`config.mk`:
```
export PLATFORM = sky130hd
export DESIGN_NAME = id_ex_skid_reg_flat
export DESIGN_NICKNAME = d
export VERILOG_FILES = /design/src/rtl/id_ex_skid_reg_if.sv /design/src/rtl/id_ex_skid_reg.sv /design/src/flat_wrapper.sv
export SDC_FILE = /design/constraint.sdc
export NUM_CORES = 1
export LEC_CHECK = 0
export CORE_UTILIZATION = 30
export CTS_BUF_LIST = sky130_fd_sc_hd__clkbuf_4 sky130_fd_sc_hd__clkbuf_8
export DETAILED_ROUTE_END_ITERATION = 8
export GPL_TIMING_DRIVEN = 0
export PLACE_DENSITY_LB_ADDON = 0.12
export SYNTH_ARGS = -nofsm -noshare
export SYNTH_HDL_FRONTEND = slang
export SYNTH_SLANG_ARGS = --single-unit
```
`constraint.sdc`:
```
create_clock -name clk -period 2.3 [get_ports clk]
set_input_delay 0.23 -clock clk [delete_from_list [all_inputs] [get_ports clk]]
set_output_delay 0.23 -clock clk [all_outputs]
set_load 0.01 [all_outputs]
```
`src/rtl/id_ex_skid_reg_if.sv`:
```
// ID/EX skid register bus: decode-side input handshake and bundle,
// EX-side output handshake and bundle, plus the squash request.
interface id_ex_skid_reg_if #(
    parameter int DATA_W = 32,
    parameter int REG_W  = 5,
    parameter int CTRL_W = 8
);
    logic              in_valid;
    logic              in_ready;
    logic [DATA_W-1:0] PC_in;
    logic [DATA_W-1:0] RD1_in;
    logic [DATA_W-1:0] RD2_in;
    logic [DATA_W-1:0] SE_in;
    logic [REG_W-1:0]  rs_in;
    logic [REG_W-1:0]  rt_in;
    logic [REG_W-1:0]  rd_in;
    logic [CTRL_W-1:0] control_in;
    logic              flush;
    logic              out_valid;
    logic              out_ready;
    logic [DATA_W-1:0] PC_out;
    logic [DATA_W-1:0] RD1_out;
    logic [DATA_W-1:0] RD2_out;
    logic [DATA_W-1:0] SE_out;
    logic [REG_W-1:0]  rs_out;
    logic [REG_W-1:0]  rt_out;
    logic [REG_W-1:0]  rd_out;
    logic [CTRL_W-1:0] control_out;

    modport master (
        output in_valid, PC_in, RD1_in, RD2_in, SE_in,
        output rs_in, rt_in, rd_in, control_in, flush, out_ready,
        input  in_ready, out_valid, PC_out, RD1_out, RD2_out, SE_out,
        input  rs_out, rt_out, rd_out, control_out
    );

    modport slave (
        input  in_valid, PC_in, RD1_in, RD2_in, SE_in,
        input  rs_in, rt_in, rd_in, control_in, flush, out_ready,
        output in_ready, out_valid, PC_out, RD1_out, RD2_out, SE_out,
        output rs_out, rt_out, rd_out, control_out
    );
endinterface

```
`src/rtl/id_ex_skid_reg.sv`:
```
// ID/EX pipeline register with valid/ready handshake and 2-entry skid.
// Define ID_EX_PERF_EN to add the saturating stall_cycles counter.
module id_ex_skid_reg #(
    parameter int DATA_W = 32,
    parameter int REG_W  = 5,
    parameter int CTRL_W = 8
) (
    input  logic               clk,
    input  logic               rst,
    id_ex_skid_reg_if.slave    bus
`ifdef ID_EX_PERF_EN
    ,
    output logic [15:0]        stall_cycles
`endif
);

    typedef struct packed {
        logic [DATA_W-1:0] pc;
        logic [DATA_W-1:0] rd1;
        logic [DATA_W-1:0] rd2;
        logic [DATA_W-1:0] se;
        logic [REG_W-1:0]  rs;
        logic [REG_W-1:0]  rt;
        logic [REG_W-1:0]  rd;
        logic [CTRL_W-1:0] ctrl;
    } bundle_t;

    typedef enum logic [1:0] {
        EMPTY = 2'd0,
        ONE   = 2'd1,
        FULL  = 2'd2
    } state_t;

    state_t  state_q, state_d;
    bundle_t main_q, main_d;
    bundle_t skid_q, skid_d;
    bundle_t in_b;
    logic    in_fire;
    logic    out_fire;

    assign in_b = '{
        pc:   bus.PC_in,
        rd1:  bus.RD1_in,
        rd2:  bus.RD2_in,
        se:   bus.SE_in,
        rs:   bus.rs_in,
        rt:   bus.rt_in,
        rd:   bus.rd_in,
        ctrl: bus.control_in
    };

    // Ready depends on registered state only, so no out_ready->in_ready path.
    assign bus.in_ready  = (state_q != FULL);
    assign bus.out_valid = (state_q != EMPTY);
    assign in_fire       = bus.in_valid & bus.in_ready;
    assign out_fire      = bus.out_valid & bus.out_ready;

    assign bus.PC_out      = main_q.pc;
    assign bus.RD1_out     = main_q.rd1;
    assign bus.RD2_out     = main_q.rd2;
    assign bus.SE_out      = main_q.se;
    assign bus.rs_out      = main_q.rs;
    assign bus.rt_out      = main_q.rt;
    assign bus.rd_out      = main_q.rd;
    assign bus.control_out = bus.out_valid ? main_q.ctrl : '0;

    // Next-state and data steering; flush empties without touching data.
    always_comb begin
        state_d = state_q;
        main_d  = main_q;
        skid_d  = skid_q;
        if (bus.flush) begin
            state_d = EMPTY;
        end else begin
            unique case (state_q)
                EMPTY: begin
                    if (in_fire) begin
                        main_d  = in_b;
                        state_d = ONE;
                    end
                end
                ONE: begin
                    if (in_fire && out_fire) begin
                        main_d = in_b;
                    end else if (in_fire) begin
                        skid_d  = in_b;
                        state_d = FULL;
                    end else if (out_fire) begin
                        state_d = EMPTY;
                    end
                end
                FULL: begin
                    if (out_fire) begin
                        main_d  = skid_q;
                        state_d = ONE;
                    end
                end
                default: state_d = EMPTY;
            endcase
        end
    end

    // State and bundle registers; reset clears both entries.
    always_ff @(posedge clk) begin
        if (rst) begin
            state_q <= EMPTY;
            main_q  <= '0;
            skid_q  <= '0;
        end else begin
            state_q <= state_d;
            main_q  <= main_d;
            skid_q  <= skid_d;
        end
    end

`ifdef ID_EX_PERF_EN
    logic [15:0] stall_q;

    // Count cycles where EX holds off a valid bundle; flush leaves it alone.
    always_ff @(posedge clk) begin
        if (rst) begin
            stall_q <= '0;
        end else if (bus.out_valid && !bus.out_ready
                     && stall_q != 16'hFFFF) begin
            stall_q <= stall_q + 16'd1;
        end
    end

    assign stall_cycles = stall_q;
`endif

endmodule

```
`src/flat_wrapper.sv`:
```
// flat-port wrapper written by rule: the top's interface ports become plain ports
module id_ex_skid_reg_flat 
#(
    parameter int DATA_W = 32,
    parameter int REG_W  = 5,
    parameter int CTRL_W = 8
)
  (clk, rst, bus_in_valid, bus_PC_in, bus_RD1_in, bus_RD2_in, bus_SE_in, bus_rs_in, bus_rt_in, bus_rd_in, bus_control_in, bus_flush, bus_out_ready, bus_in_ready, bus_out_valid, bus_PC_out, bus_RD1_out, bus_RD2_out, bus_SE_out, bus_rs_out, bus_rt_out, bus_rd_out, bus_control_out);
  id_ex_skid_reg_if #(.DATA_W(DATA_W), .REG_W(REG_W), .CTRL_W(CTRL_W)) bus_i ();
  input  logic clk;
  input  logic rst;
  input wire logic [$bits(bus_i.in_valid)-1:0] bus_in_valid;
  input wire logic [$bits(bus_i.PC_in)-1:0] bus_PC_in;
  input wire logic [$bits(bus_i.RD1_in)-1:0] bus_RD1_in;
  input wire logic [$bits(bus_i.RD2_in)-1:0] bus_RD2_in;
  input wire logic [$bits(bus_i.SE_in)-1:0] bus_SE_in;
  input wire logic [$bits(bus_i.rs_in)-1:0] bus_rs_in;
  input wire logic [$bits(bus_i.rt_in)-1:0] bus_rt_in;
  input wire logic [$bits(bus_i.rd_in)-1:0] bus_rd_in;
  input wire logic [$bits(bus_i.control_in)-1:0] bus_control_in;
  input wire logic [$bits(bus_i.flush)-1:0] bus_flush;
  input wire logic [$bits(bus_i.out_ready)-1:0] bus_out_ready;
  output wire logic [$bits(bus_i.in_ready)-1:0] bus_in_ready;
  output wire logic [$bits(bus_i.out_valid)-1:0] bus_out_valid;
  output wire logic [$bits(bus_i.PC_out)-1:0] bus_PC_out;
  output wire logic [$bits(bus_i.RD1_out)-1:0] bus_RD1_out;
  output wire logic [$bits(bus_i.RD2_out)-1:0] bus_RD2_out;
  output wire logic [$bits(bus_i.SE_out)-1:0] bus_SE_out;
  output wire logic [$bits(bus_i.rs_out)-1:0] bus_rs_out;
  output wire logic [$bits(bus_i.rt_out)-1:0] bus_rt_out;
  output wire logic [$bits(bus_i.rd_out)-1:0] bus_rd_out;
  output wire logic [$bits(bus_i.control_out)-1:0] bus_control_out;
  assign bus_i.in_valid = bus_in_valid;
  assign bus_i.PC_in = bus_PC_in;
  assign bus_i.RD1_in = bus_RD1_in;
  assign bus_i.RD2_in = bus_RD2_in;
  assign bus_i.SE_in = bus_SE_in;
  assign bus_i.rs_in = bus_rs_in;
  assign bus_i.rt_in = bus_rt_in;
  assign bus_i.rd_in = bus_rd_in;
  assign bus_i.control_in = bus_control_in;
  assign bus_i.flush = bus_flush;
  assign bus_i.out_ready = bus_out_ready;
  assign bus_in_ready = bus_i.in_ready;
  assign bus_out_valid = bus_i.out_valid;
  assign bus_PC_out = bus_i.PC_out;
  assign bus_RD1_out = bus_i.RD1_out;
  assign bus_RD2_out = bus_i.RD2_out;
  assign bus_SE_out = bus_i.SE_out;
  assign bus_rs_out = bus_i.rs_out;
  assign bus_rt_out = bus_i.rt_out;
  assign bus_rd_out = bus_i.rd_out;
  assign bus_control_out = bus_i.control_out;
  id_ex_skid_reg #(.DATA_W(DATA_W), .REG_W(REG_W), .CTRL_W(CTRL_W)) u_core (.clk(clk), .rst(rst), .bus(bus_i));
endmodule
```
==> results.toml <==
[outcome]
status = "complete, no violations"

[synthesis]
synth-seq-cells = 304
synth_warnings = 0
synth_nets = 1852
yosysUniqueCellTypes = 27
ys_seq_area_share_pct = 40.2
synth_area_leader_cell = "dfxtp_1"
synth_top_area_share_pct = 40.2
syn_inst = 1696
synth_area_leaders = "dfxtp_1, mux2i_1, buf_4"
syn_area_per_cell_sq_um = 8.92
syn_area_sq_um = 15100

[layout]
fin_nets = 2217
layout-drive-gt1-share_pct = 18.1
syn2layout_area_growth_pct = 34.0
utilization_pct = 41.1
fill_cells = 5028
fin_area_sq_um = 20300

[global_route]
grt_usage_pct = 19.6
grt_pass1_wl_mm = 77.1
grt-ovfl-total = 0
grt_max_degree = 15
antenna_found_initial = 4
grt_pass1_vias = 13200

[pwr]
powerDensity_nw_per_um2 = 632
finalPower_mw = 12.8
clockPowerShare_pct = 43.0
leakage_nw = 8.51
irDropWorstVdd_mv = 0.459
p_sw_share_pct = 26.3
power_switching_mw = 3.37
intPower_mw = 9.43
combinationalPowerShare_pct = 13.9
seq_power_share_pct = 43.1

[placement]
dp_hpwl_mm = 35.7
port_buffers = 306
dpl_cell_area_sq_um = 19000
gp_congestion = 0.800
pre_cts_ws_ns = -0.216

[timing]
finalSetupViolCount = 0
tns_ns = 0
slew_viol_final = 0
fin_ws_ns = 0.108
finalCritPeriodShare_pct = 95.3
finalCriticalPeriod_ns = 2.19
final_hold_viol_count = 0
rsz0062_at_grt = "false"
slew_headroom_pct = 19.4
worstMarginPinSlew_ns = 1.21
fin_skew_ns = 0.0189
max_freq_ghz = 0.456

[hold_path]
hold_class = "input port to register"
worstHoldPathCells = 4

[floorplanning]
rows = 81
die-area_sq_um = 51300
core_sq_um = 49400
io_pins = 309
start_util_pct = 30.7
die_w_um = 227
die_y_um = 227

[critical_path]
path_class = "register to primary output"
slowest_delay_ns = 0.57
crit_chain = "nor2_4 -> nor2b_1 -> clkdlybuf4s50_1"
worst-path-max-fanout = 9
crit_buf_inv = 1
endpoint_kind = "primary output"
cp-start-kind = "register"
cp_num_cells = 3
r2r_setup_slack_ns = 0.16
reg2reg_depth = 6
crit-reg2reg-launch = "u_core.state_q[1]"
cp.arrival_ns = 1.96
cp-endpoint = "bus_control_out[7]"
r2r-end = "u_core.bus.RD1_out[19]"
worstSetupStartpoint = "u_core.state_q[1]"
required_ns = 2.07
path_delay_family = "buffers and inverters"
slowest_stage = "clkdlybuf4s50_1"

[detailed_routing]
wl_mm = 51.0
vias_per_cell = 4.79
detail-route-antenna-nets = 0
drcViolationCount = 0
wl_per_cell_um = 18.4
via_count = 13300
drt_iter0_drc = 665
first_pass_iters = 5

[cts]
cts_tree = "done"
cts_sinks = 304
max-clock-path-buffers = 3
clk_latency_ns = 0.64
cts_buffers = 55
cts_root_buf = "clkbuf_8"
cts_max_level = 2
clkTransAtPathRegs_ns = 0.06
cts.hold.buffers_added = 0

[job]
max_cap_viol_count = 0
worst reg2reg max path: cells and delay by family, from the launching register on:
kind,cells,cell delay [ns]
flip-flops,1,0.46
buffers and inverters,2,0.97
AND/OR/NAND/NOR,1,0.13
AO/OA/AOI/OAI,3,0.50
cell type report:
type,instances,area (sq um),share of cell area (%)
inverter,1,3.75,0.0185
sequential,304,6090,30.0
clock buffer,92,1150,5.66
tap,664,831,4.10
multi-input combinational,1081,7110,35.1
timing repair buffer,308,3080,15.2
clock inverter,8,46.3,0.228
antenna,3,7.51,0.0370
buffer,310,1960,9.66
placed cells by master, fill, tap and decap left out, drive strengths merged, types with 3 or more instances in the layout:
master,Yosys,final
diode,0,3
nand2b,3,3
o41ai,151,151
buf,208,210
clkbuf,102,194
nand2,304,304
a21oi,153,153
mux2i,151,151
dfxtp,304,304
clkinv,0,6
nor2b,160,160
o21ai,151,151
clkdlybuf4s50,0,305
how the worst min path moves through the flow:
stage,to,slack (ns),startpoint
2_1_floorplan,u_core.state_q[1],0.32,bus_out_ready
3_3_place_gp,u_core.skid_q[142],0.44,u_core.skid_q[142]
3_5_place_dp,u_core.skid_q[78],0.45,u_core.skid_q[78]
4_1_cts,u_core.bus.SE_out[3],0.07,rst
5_1_grt,u_core.skid_q[66],0.14,bus_RD2_in[11]
6_report,u_core.bus.SE_out[5],0.14,rst
per-layer routing:
metal	track usage (%)	wire length (um)	vias to the layer above
met4	6.21	1270	4
met1	26.4	23800	6299
li1	-	-	6529
met5	0	27	-
met3	3.68	2830	81
met2	31.4	23100	355
sequential cells by signal (all words and copies together), names as in the netlist:
register	cells
u_core.bus.RD2_out	32
u_core.skid_q	151
u_core.bus.PC_out	32
u_core.bus.rs_out	5
u_core.bus.rd_out	5
u_core.state_q	2
u_core.bus.rt_out	5
u_core.bus.RD1_out	32
u_core.main_q	8
u_core.bus.SE_out	32
synth_stat cells:
master	n
a2111oi_0	1
a21oi_1	152
a21oi_2	1
and3b_1	1
buf_1	5
buf_2	22
buf_4	163
buf_6	18
clkbuf_1	101
clkbuf_4	1
dfxtp_1	304
inv_1	1
mux2i_1	151
nand2_1	304
nand2b_1	2
nand2b_2	1
nor2_1	1
nor2b_1	160
nor3_1	1
nor3_4	1
o21a_1	1
o21ai_0	100
o21ai_1	51
o22a_1	1
o41ai_1	83
o41ai_2	68
or3_1	1
stage by stage:
| stage | hold WS, ns | cells |
|---|---|---|
| 2_1_floorplan | 0.322 | 1696 |
| 3_3_place_gp | 0.440 | 2666 |
| 6_report | 0.137 | 2771 |
| 5_1_grt | 0.143 | 2769 |
| 3_5_place_dp | 0.446 | 2666 |
| 4_1_cts | 0.0742 | 2766 |
power by group through the flow:
stage	clock network [mW]	registers [mW]	logic [mW]
after floorplan	0	5.59	0.914
after global placement	0	5.63	1.78
after detailed placement	0	5.63	1.79
after CTS	5.69	5.52	1.80
after global routing	5.92	5.53	1.91
final	5.51	5.52	1.78
logic make-up (layout without fill, tap and decap cells):
logic type             Yosys count  count (layout)  synth area share (%)
AOI/OAI and AO/OA              458             458                  22.4
buffers and inverters          311             719                  12.9
DFF                            304             304                  40.2
muxes                          151             151                  9.99
other                            0               3                     0
and+or+nand+nor                472             472                  14.6
timing repair:
item / CTS / global route
gates cloned: 0 / 0
gates resized for setup: 11 / 0
setup endpoints to repair: 10 / 1
setup buffers: 0 / 2
Power figures use the tool's default switching activity.
